--- config.mk ---
export PLATFORM = sky130hd
export DESIGN_NAME = bram_sweep_ctrl
export DESIGN_NICKNAME = d
export VERILOG_FILES = /design/src/rtl/bram_sweep_ctrl.sv
export SDC_FILE = /design/constraint.sdc
export NUM_CORES = 1
export LEC_CHECK = 0
export CAP_MARGIN = 15
export CORE_AREA = 2 2 462 464
export DETAILED_ROUTE_END_ITERATION = 10
export DIE_AREA = 0 0 464 466
export PLACE_DENSITY = 0.32
export SYNTH_ARGS = -nofsm -noshare
export SYNTH_HDL_FRONTEND = slang
export SYNTH_SLANG_ARGS = --single-unit
--- constraint.sdc ---
create_clock -name clka -period 2.8 [get_ports clka]
set_input_delay 0.56 -clock clka [delete_from_list [all_inputs] [get_ports clka]]
set_output_delay 0.56 -clock clka [all_outputs]
set_load 0.02 [all_outputs]
--- src/rtl/bram_sweep_ctrl.sv ---
// bram_sweep_ctrl: fills a 512x512 multi-read BRAM from a row stream, then sweeps all sixteen read lanes; define BRAM_SWEEP_LANE_OFS_EN to stagger lanes by LANE_STRIDE
module bram_sweep_ctrl #(
  parameter int RD_LAT = 1,
  parameter int LANE_STRIDE = 32
) (
  input  logic         clka,
  input  logic         rstn,
  input  logic [9:0]   frame_len,
  input  logic         s_valid,
  output logic         s_ready,
  input  logic [511:0] s_data,
  output logic         wea,
  output logic [8:0]   addra,
  output logic [511:0] dina,
  output logic         rstb,
  output logic [143:0] addrb,
  output logic         m_valid,
  output logic         m_last,
  output logic         busy,
  output logic         frame_done
);
  typedef enum logic [1:0] {FILL, SWEEP, FLUSH} state_t;
  state_t state, state_nx;
  logic init;
  logic [8:0] lm1, wr_ptr, rd_ptr;
  logic [2:0] fl_cnt;
  logic [RD_LAT:0] vpipe, lpipe;
  logic [143:0] lanes;
  logic accept, issue, fl_exit, wr_last, rd_last;

  if (RD_LAT < 1 || RD_LAT > 4 || LANE_STRIDE < 0) begin : g_bad_param
    $error("bram_sweep_ctrl: RD_LAT must be 1..4 and LANE_STRIDE non-negative");
  end

  assign accept  = state == FILL && s_valid && s_ready;
  assign issue   = state == SWEEP;
  assign wr_last = wr_ptr == lm1;
  assign rd_last = rd_ptr == lm1;
  assign fl_exit = state == FLUSH && fl_cnt == 3'(RD_LAT);
  assign busy    = state != FILL;
  assign m_valid = vpipe[RD_LAT];
  assign m_last  = lpipe[RD_LAT];

  // lane addresses for the row currently being issued
  always_comb begin
    lanes = '0;
    for (int k = 0; k < 16; k++)
`ifdef BRAM_SWEEP_LANE_OFS_EN
      lanes[9*k +: 9] = rd_ptr + 9'(k * LANE_STRIDE);
`else
      lanes[9*k +: 9] = rd_ptr;
`endif
  end

  // next state: final accept starts the sweep, final issue starts the flush
  always_comb begin
    state_nx = (accept && wr_last) ? SWEEP :
               (issue && rd_last)  ? FLUSH :
               fl_exit             ? FILL  : state;
  end

  // state register
  always_ff @(posedge clka) state <= !rstn ? FILL : state_nx;

  // datapath: write port, read sweep, valid pipeline and frame bookkeeping
  always_ff @(posedge clka) begin
    if (!rstn) begin
      init       <= 1'b1;
      lm1        <= '0;
      s_ready    <= 1'b0;
      wea        <= 1'b0;
      addra      <= '0;
      dina       <= '0;
      rstb       <= 1'b1;
      addrb      <= '0;
      frame_done <= 1'b0;
      wr_ptr     <= '0;
      rd_ptr     <= '0;
      fl_cnt     <= '0;
      vpipe      <= '0;
      lpipe      <= '0;
    end else begin
      init       <= 1'b0;
      lm1        <= (init || fl_exit) ? ((frame_len[9] || frame_len == '0) ? 9'h1ff : frame_len[8:0] - 9'd1) : lm1;
      s_ready    <= init || fl_exit || (s_ready && !(accept && wr_last));
      wea        <= accept;
      addra      <= accept ? wr_ptr : addra;
      dina       <= accept ? s_data : dina;
      wr_ptr     <= accept ? (wr_last ? 9'd0 : wr_ptr + 9'd1) : wr_ptr;
      rd_ptr     <= issue ? (rd_last ? 9'd0 : rd_ptr + 9'd1) : rd_ptr;
      addrb      <= issue ? lanes : fl_exit ? 144'd0 : addrb;
      rstb       <= issue ? 1'b0 : fl_exit ? 1'b1 : rstb;
      frame_done <= fl_exit;
      fl_cnt     <= state == FLUSH ? fl_cnt + 3'd1 : 3'd0;
      vpipe      <= {vpipe[RD_LAT-1:0], issue};
      lpipe      <= {lpipe[RD_LAT-1:0], issue && rd_last};
    end
  end
endmodule

After elaboration in Yosys (flattened, before gate mapping)

Cells that the tools add are included.

Bits in registers: 706
Bits of input ports: 525
Word-level logic and storage cells: 55

$add $sub $neg: 4
Equality and inequality tests: 5
Multiplexer cells: 11
Bitwise operators: 1
Reductions and logical operators: 18

Operators with widths:

| operator                                                           | number |
|---|---|
| 144-bit two-way mux                                                | 2 |
| 9-bit two-way mux                                                  | 3 |
| 9-bit by 1-bit adder with 9-bit output, second input constant      | 2 |
| 9-bit == test                                                      | 2 |
| 10-bit logical NOT                                                 | 1 |
| 9-bit by 1-bit subtractor with 9-bit output, second input constant | 1 |
| 1-bit logical AND                                                  | 6 |
| 2-bit nonzero test                                                 | 3 |
| 1-bit two-way mux                                                  | 4 |
| 2-bit two-way mux                                                  | 2 |
| 3-bit by 1-bit adder with 3-bit output, second input constant      | 1 |
| 3-bit by 1-bit == test with 1-bit output, second input constant    | 1 |
| 1-bit logical OR                                                   | 3 |
| 3-bit nonzero test                                                 | 1 |
| 2-bit by 1-bit == test with 1-bit output, second input constant    | 1 |
| 2-bit == test, second input constant                               | 1 |
| 2-bit logical NOT                                                  | 1 |
| 2-bit AND reduction                                                | 1 |
| 2-bit OR reduction                                                 | 1 |
| 1-bit logical NOT                                                  | 1 |
| 1-bit inverter                                                     | 1 |

Logic depth before layout (Yosys ltp)

Depth after elaboration: 7
Mapped depth: 8
Depth with buffers taken out: 6

Worst setup path before layout

Ideal clock, no wire load.

Path type: input port to flip-flop
Start point: in rstn
End point: reg addra[0]
Library setup time: 0.132 ns
Data arrival time: 1.513 ns
Setup slack: 1.155 ns
Stages: 5
Cells stage by stage: clkinv_1 clkbuf_1 clkbuf_1 clkbuf_1 a21oi_1

RTL lines:

| element                | RTL line | text |
|---|---|---|
| start: declaration     | 7        | `input logic rstn,` |
| end signal: assignment | 87       | `addra <= accept ? wr_ptr : addra;` |
| end: declaration       | 13       | `output logic [8:0] addra,` |

No word-level cell between the ends.

Final worst setup path

Start point: reg addrb[134]
End point: out addrb[134]

RTL lines:

| element                  | RTL line | text |
|---|---|---|
| start: declaration       | 16       | `output logic [143:0] addrb,` |
| start signal: assignment | 91       | `addrb <= issue ? lanes : fl_exit ? 144'd0 : addrb;` |

No word-level cell between the ends.

==> run metrics <==
WP depth=1; area of the mapped netlist=21000 sq um; vias in the first global route=22.0k; die width=464 um; max cap viols=0; Slew headroom=48.6%; most common cell in the netlist=nand2_1; worst hold path class=in -> reg; GPL Wtd Cong=0.815; Worst EP required=2.24 ns; Hold Violations, Final=0; Period minus WS final=2.63 ns; Cells after Synth=2634; Inst Count DP=6425; final setup violation count=0; CTS tree=built; DP Wirelength=122000 um; fin cells=6585; Worst-Skew Late Latency=0.69 ns; first-pass GRT wire length=198000 um; Synth top area share=54.4%; Worst R2R Path Depth=6; Clock Skew=0.0327 ns; FP Rows=169; register area share after synthesis=54.4%; PwrDens=612 nW/um^2; Critical Path AT=2.07 ns; DRT iter0 DRCs=926; yosys warns=0; DIE HEIGHT=466 um; Peak VDD IR=0.570 mV; Global Route Usage Sum=13.3%; worst-path fanout max=17; slowest CP cell=clkdlybuf4s50_1; Setup crit end kind=output port; Setup TNS=0 ns; DRC violations left=0; Async S/R FF share, synth=0%; clk buf depth=3; critical-path cell list=clkdlybuf4s50_1; routed len/inst=22.8 um; Syn Area/Cell=7.98 sq um; fillcell total=23.7k; Post-synth EDFFs=0; antenna violations before repair=103; Area Growth Syn to Fin=84.1%; status=complete, no violations; Worst-Margin Slew=0.762 ns; GR Overflow Total=0; Mapped Nets=3164; Max Slew Vio Count=0; die area=216000 sq um; predominant post-synthesis flop cell=dfxtp_1; clk sinks=571; Largest stage delay, worst path=0.73 ns; clock buffer count from CTS=84; htree depth=3; Boundary Pins=1197; Bufs and invs on worst path=1; post-synth cell types=42; fin crit share=93.9%; Clock Tree Root=clkbuf_16; largest net degree at the start of global routing=75; pre-CTS WS=0.141 ns; PortBufs=1196; Clock transition at path regs=0.06 ns; Setup WS post-layout=0.170 ns; unrepaired setup endpoints after global routing=no; crit path kind=reg -> out; Core Util, Final=18.3%; Setup crit start kind=flip-flop; final antenna-violating net count=0; Nets=4220; Max Clk Rate=380 MHz; Post-Route WL=150000 um; Pre-Repair DR Iteration Count=4; Post-synth top cells=nand2_1, dfxtp_1, a21oi_1; vias=22.0k; Synth Register Bits=571; Core Box Area=211000 sq um; largest cells by area after synthesis=dfxtp_1, nand2_1, a21oi_1; Hold Slack=0.419 ns; share of cells above drive strength 1=6.72%; Initial Util=9.95%; CP delay by family, top=buffers and inverters; leading area contributor after synthesis=dfxtp_1; Hold Path Cell Cnt=3; vias per cell=3.34; Leakage=13.1 nW
cell type report:
class	count	area [sq um]	area share, %
Tap cell	2821	3530	9.12
Sequential cell	571	11400	29.5
Multi-Input combinational cell	1731	7720	19.9
Inverter	11	48.8	0.126
Clock inverter	30	433	1.12
Antenna cell	12	30.0	0.0776
Clock buffer	118	2420	6.26
Timing Repair Buffer	1291	13100	33.8
path summary, 6_finish.rpt:
kind	start	to	slack [ns]
max	addrb[134]	addrb[134]	0.17
min	s_data[207]	dina[207]	0.42
max reg2reg	state[0]	dina[395]	0.89
min reg2reg	vpipe[0]	vpipe[1]	0.44
routing by layer:
layer  GRT usage (%)  wire, um  vias up
li1                -         -    10500
met1            14.1     55900    10100
met2            21.5     67900      977
met3            8.51     20600      266
met4            4.34      5290       86
met5               0       564        -
timing repair:
item                                    in CTS  in global routing
hold buffers                                 0                  0
endpoints found under the setup margin      88                  0
buffers inserted                             0                  0
resized for setup                            8                  0
hold endpoints to repair                     0                  0
logic make-up (layout without fill, tap and decap cells):
group	count (synthesis)	after routing	share of synthesized area (%)
AOI/OAI and AO/OA	557	557	13.9
xor gates and xnor gates	38	38	1.58
adders and majority gates	5	5	0.297
buffers and inverters	332	1450	9.09
DFF	571	571	54.4
other	0	12	0
and+or+nand+nor	1131	1131	20.8
cell usage in the layout (no fill, tap or decap), types with 7 or more instances in the layout:
cell type        synthesis  final
a21oi_1                525    525
a22o_1                   8      8
buf_12                   0     33
buf_4                  156     62
bufinv_16                0      9
clkbuf_1               111     17
clkbuf_16                0     86
clkbuf_8                 0     15
clkdlybuf4s50_1          0   1196
clkinv_2                 0     10
dfxtp_1                571    563
dfxtp_2                  0      8
diode_2                  0     12
inv_1                   10     10
nand2_1               1055   1055
nand3_1                 12     12
nand4_1                  7      7
nor2_1                  24     24
nor3_1                   7      7
o21ai_0                  7      7
o221a_2                  9      9
xnor2_1                 21     21
xor2_1                  17     17
state kept, by name, indices dropped and copies added, names as in the netlist:
signal,count
dina,512
lm1,9
addrb,9
rstb,1
lpipe,2
addra,9
init,1
wea,1
frame_done,1
s_ready,1
rd_ptr,9
wr_ptr,9
state,2
fl_cnt,3
vpipe,2
power breakdown:
group	switching [mW]	internal (mW)	leakage, nW
combinational	1.98	1.72	7.03
clock	4.36	6.85	1.39
sequential	0.243	8.53	4.66
stage by stage:
step | instance area, sq um | power [mW]
after floorplan | 21000 | 10.3
after global placement | 35800 | 12.8
after detailed placement | 35800 | 12.7
after CTS | 38700 | 24.3
after global routing | 38700 | 24.8
final | 38700 | 23.7
No activity file was read; power rests on OpenSTA's default activity.
